**config.mk**
```make
export PLATFORM = sky130hd
export DESIGN_NAME = pipe_hazard_ctrl
export DESIGN_NICKNAME = d
export VERILOG_FILES = /design/src/rtl/pipe_hazard_ctrl.sv
export SDC_FILE = /design/constraint.sdc
export NUM_CORES = 1
export LEC_CHECK = 0
export CORE_MARGIN = 2
export CORE_UTILIZATION = 49
export DETAILED_ROUTE_END_ITERATION = 12
export GPL_ROUTABILITY_DRIVEN = 1
export GPL_TIMING_DRIVEN = 0
export PLACE_DENSITY = 0.82
export SETUP_SLACK_MARGIN = 0.15
export SKIP_LAST_GASP = 1
export SLEW_MARGIN = 20
export SYNTH_ARGS = -nofsm -noshare
export SYNTH_HDL_FRONTEND = slang
export SYNTH_SLANG_ARGS = --single-unit
```
**constraint.sdc**
```tcl
create_clock -name CLK -period 1.9 [get_ports CLK]
set_input_delay 0.285 -clock CLK [delete_from_list [all_inputs] [get_ports CLK]]
set_output_delay 0.285 -clock CLK [all_outputs]
set_load 0.02 [all_outputs]
```
**src/rtl/pipe_hazard_ctrl.sv**
```systemverilog
// Hazard/sequencing controller for the 5-stage RISC_TOY pipeline.
// Shadows in-flight GPR writers (EX/MEM/WB) to drive stalls, flushes and forwarding selects.
module pipe_hazard_ctrl #(
  parameter int AW        = 5,
  parameter bit WB_BYPASS = 1'b1
) (
  input  logic          CLK,
  input  logic          RSTN,
  input  logic          id_valid,
  input  logic [AW-1:0] id_ra0,
  input  logic          id_use0,
  input  logic [AW-1:0] id_ra1,
  input  logic          id_use1,
  input  logic          id_wen,
  input  logic [AW-1:0] id_wa,
  input  logic          id_is_load,
  input  logic          ex_br_taken,
  input  logic          ext_hold,
  output logic          pc_hold,
  output logic          ifid_hold,
  output logic          idex_bubble,
  output logic          ifid_flush,
  output logic [1:0]    fwd0_sel,
  output logic [1:0]    fwd1_sel
);

  typedef struct packed {
    logic          v;
    logic          wen;
    logic [AW-1:0] wa;
    logic          ld;
  } entry_t;

  entry_t ex_q, mem_q, wb_q, id_entry;
  logic   ex_hit0, ex_hit1, luse;
  logic [1:0] sel0, sel1;

  function automatic logic hit(entry_t e, logic [AW-1:0] r, logic rd);
    return rd & e.v & e.wen & (e.wa == r);
  endfunction

  // Youngest matching writer decides; a load in EX never forwards from the ALU path.
  function automatic logic [1:0] pick_sel(entry_t ex_e, entry_t mem_e, entry_t wb_e,
                                          logic [AW-1:0] r, logic rd);
    logic [1:0] s;
    s = 2'd0;
    if (hit(ex_e, r, rd))
      s = ex_e.ld ? 2'd0 : 2'd1;
    else if (hit(mem_e, r, rd))
      s = 2'd2;
    else if (WB_BYPASS && hit(wb_e, r, rd))
      s = 2'd2;
    return s;
  endfunction

  always_comb begin
    id_entry    = {id_valid, id_wen, id_wa, id_is_load};
    ex_hit0     = hit(ex_q, id_ra0, id_use0);
    ex_hit1     = hit(ex_q, id_ra1, id_use1);
    luse        = id_valid & ex_q.ld & (ex_hit0 | ex_hit1) & ~ex_br_taken;
    sel0        = pick_sel(ex_q, mem_q, wb_q, id_ra0, id_use0);
    sel1        = pick_sel(ex_q, mem_q, wb_q, id_ra1, id_use1);
    pc_hold     = 1'b0;
    ifid_hold   = 1'b0;
    idex_bubble = 1'b0;
    ifid_flush  = 1'b0;
    // Reset forces the pipeline controls quiet even if hold/branch inputs are active.
    if (!RSTN) begin
      pc_hold = 1'b0;
    end else if (ext_hold) begin
      pc_hold   = 1'b1;
      ifid_hold = 1'b1;
    end else if (ex_br_taken) begin
      ifid_flush  = 1'b1;
      idex_bubble = 1'b1;
    end else if (luse) begin
      pc_hold     = 1'b1;
      ifid_hold   = 1'b1;
      idex_bubble = 1'b1;
    end
  end

  always_ff @(posedge CLK or negedge RSTN) begin
    if (!RSTN) begin
      ex_q     <= '0;
      mem_q    <= '0;
      wb_q     <= '0;
      fwd0_sel <= 2'd0;
      fwd1_sel <= 2'd0;
    end else if (!ext_hold) begin
      wb_q     <= mem_q;
      mem_q    <= ex_q;
      ex_q     <= idex_bubble ? '0 : id_entry;
      fwd0_sel <= idex_bubble ? 2'd0 : sel0;
      fwd1_sel <= idex_bubble ? 2'd0 : sel1;
    end
  end

endmodule

```
## After elaboration in Yosys (flattened, before gate mapping)

Index checks and enable logic that the tools add are counted.

- Output and inout port bits: 8
- Register bits after elaboration: 26
- Word-level logic and storage cells: 61
- Input port bits: 24

- Bitwise gates (word level): 23
- Multiplexer cells: 20
- Equality and inequality tests: 6

Operators by type and width:

| operator | count |
|---|---|
| == test 5 bit | 6 |
| AND 1 bit | 21 |
| two-way mux 2 bit | 8 |
| two-way mux 1 bit | 11 |
| two-way mux 8 bit | 1 |
| inverter 1 bit | 1 |
| OR 1 bit | 1 |

## Logic depth before layout (Yosys ltp)

- Depth in word-level cells: 11
- Gate-level depth with buffers: 6
- Gate-level depth less buffers: 5

## Worst setup path after synthesis

No wires, ideal clock.

- Path kind: reg2out
- Start: register ex_q[1] (netlist name)
- End: output port pc_hold
- Required time: 1.615 ns
- Stages on the path, launching flop included: 7
- Slack: -0.271 ns
- Arrival: 1.886 ns
- Buffers on the path: 1
- Path through: dfrtp_1 -> xnor2_1 -> nand4_1 -> nor3_1 -> o21bai_1 -> o21ai_0 -> buf_4

- Cells in the longest elaborated chain, start to end: 9
- Elaborated cells between the ends (all ways): 11
- Those cells by class: eq/ne: 2; mux: 4; bitwise: 5

RTL lines:

| item | RTL line | RTL |
|---|---|---|
| start: declaration | 34 | `entry_t ex_q, mem_q, wb_q, id_entry;` |
| start signal: assignment | 93 | `ex_q <= idex_bubble ? '0 : id_entry;` |
| == test 5 bit | 39 | `return rd & e.v & e.wen & (e.wa == r);` |
| AND 1 bit | 39 |  |
| OR 1 bit * | 60 | `luse = id_valid & ex_q.ld & (ex_hit0 \| ex_hit1) & ~ex_br_taken;` |
| AND 1 bit * (2 in a row) | 60 |  |
| two-way mux 1 bit * (4 in a row) | - |  |
| end: declaration | 19 | `output logic pc_hold,` |

Every way passes the cells marked *; elsewhere a longest branch is shown, timed or not.

## Worst setup path in the final report

- Start: input port id_ra0[1]
- End: output port pc_hold

- Cells in the longest elaborated chain, start to end: 9

RTL lines:

| item | RTL line | RTL |
|---|---|---|
| start: declaration | 10 | `input logic [AW-1:0] id_ra0,` |
| == test 5 bit | 39 |  |
| AND 1 bit | 39 |  |
| OR 1 bit | 60 |  |
| AND 1 bit (2 in a row) | 60 |  |
| two-way mux 1 bit | 76 | `end else if (luse) begin` |
| two-way mux 1 bit | 73 | `end else if (ex_br_taken) begin` |
| two-way mux 1 bit | 70 | `end else if (ext_hold) begin` |
| two-way mux 1 bit | 68 | `if (!RSTN) begin` |

Every way passes these cells.

==> results.md <==
- Status: finished with violations
- Failing checks: setup timing
- Commonest non-fill, non-tap cell in the layout: xnor2_1
- Fin Setup TNS: -2.552 ns
- Worst setup SP type: input pin
- Post-DP Area: 1775 µm²
- Relative slew margins: 61.82%
- Die Height: 57.72 µm
- Crit end category: output port
- Core area: 2758 µm²
- Routability cong.: 0.8312
- Cell variety after synth: 24
- Largest net degree at the start of global routing: 27
- GR Overflow Total: 0
- Cts bufs inserted: 3
- Initial drt markers: 70
- P_leak: 0.8662 nW
- Pre-CTS WS: -1.099 ns
- Reg2reg start: ex_q[1]$_DFFE_PN0N_
- DRT Pass-1 Iters: 4
- RSZ-0062 raised after global routing: yes
- Hpwl dp: 2416 µm
- Endpoints failing setup: 12
- Area grow syn2layout: 45.31%
- Inserted Diodes: 0
- Max-cap viol count: 0
- Io pins: 32
- Initial antenna violation count: 0
- Crit Reg-Reg Endpoint: ex_q[7]$_DFFE_PN0N_
- Clock Sinks: 26
- Worst-Skew Late Latency: 0.34 ns
- Detailed-route DRC error count: 0
- Worst hold start: RSTN
- Tot GR Track Use: 25.04%
- Syn_nets: 146
- Worst setup path startpoint: id_ra0[1]
- Vias per inst: 5.990
- WHS: 0.3871 ns
- Seq/Total Area, Yosys: 46.02%
- HP Class: in2reg
- IO Port Bufs: 31
- Hold path depth: 3
- Multi-input gate area: 808.3 µm²
- Skew final: 0.008771 ns
- Reg2reg path depth: 11
- WL/cell: 18.50 µm
- CP Max Fanout: 3
- Fillers: 179
- Final instance area: 2054 µm²
- Cells after Synth: 122
- WL final: 3848 µm
- Slew Viols, Final: 0
- Synth Cell Area: 1414 µm²
- Nets: 202
- Crit path DAT: 1.93 ns
- Maximum root-to-sink buffer count: 2
- Layout cells sized above 1: 34.46%
- DR vias: 1246
- Row cnt: 19
- Critical setup path kind: in2out
- Die ar.: 3331 µm²
- PD cells: 672.9 nW/µm²
- Data required time at the worst endpoint: 1.62 ns
- Fin util: 74.50%
- CTS tree: built
- Htree depth: 1
- Initial core utilization: 51.27%
- FF+latch area: 653.1 µm²
- Tcrit/Tclk final: 116.7%
- R2r setup slk: -0.21 ns
- Clock Pin Slew Worst Setup and Hold Paths: 0.14 ns
- Hold Fails Final Rpt: 0
- Setup ws final: -0.3164 ns
- Vias in the first global route: 1304
- #FFs+latches synth: 26
- Antenna Nets Post-Route: 0
- Clock Tree Root: clkbuf_4
- Slew @ Worst Pin: 0.5727 ns
- Commonest non-fill, non-tap cells in the layout: xnor2_1 (26), dfrtp_1 (24), clkdlybuf4s50_1 (20)
- Width of the die: 57.72 µm
- Min Tclk post-route: 2.216 ns
- Worst Hold End: fwd0_sel[0]$_DFFE_PN0N_
- Fmax achieved: 451.2 MHz
- Synthesized area per cell: 11.59 µm²
- First-pass GRT wire length: 6189 µm
- Peak supply drop: 596.3 µV
- Total number of yosys warnings: 0
## per-layer routing
| metal | wire [µm] | vias to the layer above | global-route usage, % |
|---|---|---|---|
| li1 | - | 555 | - |
| met1 | 1497 | 617 | 30.91 |
| met2 | 2003 | 61 | 43.18 |
| met3 | 218 | 13 | 3.795 |
| met4 | 129 | 0 | 11.30 |
| met5 | 0 | - | 0 |
## cells by family (layout without fill, tap and decap cells)
family | after synthesis | in the layout | synth area share, %
AND/OR/NAND/NOR | 26 | 26 | 9.823
multiplexers | 14 | 14 | 11.15
AO/OA/AOI/OAI | 20 | 20 | 12.57
XOR/XNOR | 30 | 30 | 18.58
buffers and inverters | 6 | 61 | 1.858
flip-flops | 26 | 26 | 46.02
## synthesized netlist by cell type (all sizes together)
cell	number	share of area, %
a32o	1	0.71
xnor2	30	19
buf	1	0.53
dfrtp	26	46
o31ai	1	0.53
inv	2	0.53
nand2b	1	0.44
o21bai	1	0.53
a21oi	2	0.71
a211oi	1	0.53
o22ai	1	0.44
nor2	3	0.80
mux2	14	11
nand2	7	1.9
a2111oi	1	1.9
clkbuf	3	0.80
nand4	10	4.4
a22o	10	6.2
nor3	3	1.4
or3	2	0.88
o21ai	1	0.35
o22a	1	0.62
## through the flow
step / std cells / power [W]
after floorplan: 122 / 0.0008940
after CTS: 204 / 0.001362
after global placement: 184 / 0.001013
after detailed placement: 184 / 0.001031
final: 208 / 0.001383
after global routing: 208 / 0.001445
## timing repair
item / 4_1_cts / 5_1_grt
endpoints found under the setup margin: 12 / 14
hold buffers: 2 / 0
hold endpoints to repair: 26 / 0
setup buffers: 14 / 4
gates resized for setup: 35 / 10
pin swaps: 20 / 8
## flip-flops by register name, indices dropped and copies added (netlist names)
name and count:
ex_q 8, fwd0_sel 2, fwd1_sel 2, mem_q 7
wb_q 7
## power by group
part	leakage [nW]	internal [W]	total (W)	switching (W)
clock	0.0210	0.000118	0.000294	0.000176
sequential	0.326	0.000619	0.000697	0.0000779
combinational	0.519	0.000228	0.000392	0.000164
total	0.866	0.000965	0.00138	0.000418
## worst max-delay path, stage by stage
cell	delay, ns
clkdlybuf4s50_1	0.57
xnor2_1	0.15
nand4_1	0.17
nor3_2	0.29
o21bai_2	0.10
o21ai_2	0.15
buf_6	0.11
buf_6	0.10
## worst max path at each step
stage               slack, ns          to  cells past startpoint
floorplan                0.15     pc_hold                      6
global placement        -1.24  ifid_flush                      4
detailed placement      -1.10     pc_hold                      7
CTS                     -0.26     pc_hold                      7
global route            -0.45     pc_hold                      7
finish                  -0.32     pc_hold                      8
## cell type report
| class | count | area share, % |
|---|---|---|
| Timing Repair Buffer | 51 | 23.51 |
| Multi-Input combinational cell | 90 | 39.34 |
| Tap cell | 31 | 1.888 |
| Clock buffer | 4 | 1.766 |
| Buffer | 4 | 1.340 |
| Sequential cell | 26 | 31.79 |
| Inverter | 2 | 0.3654 |
No activity file was read; power rests on OpenSTA's default activity.
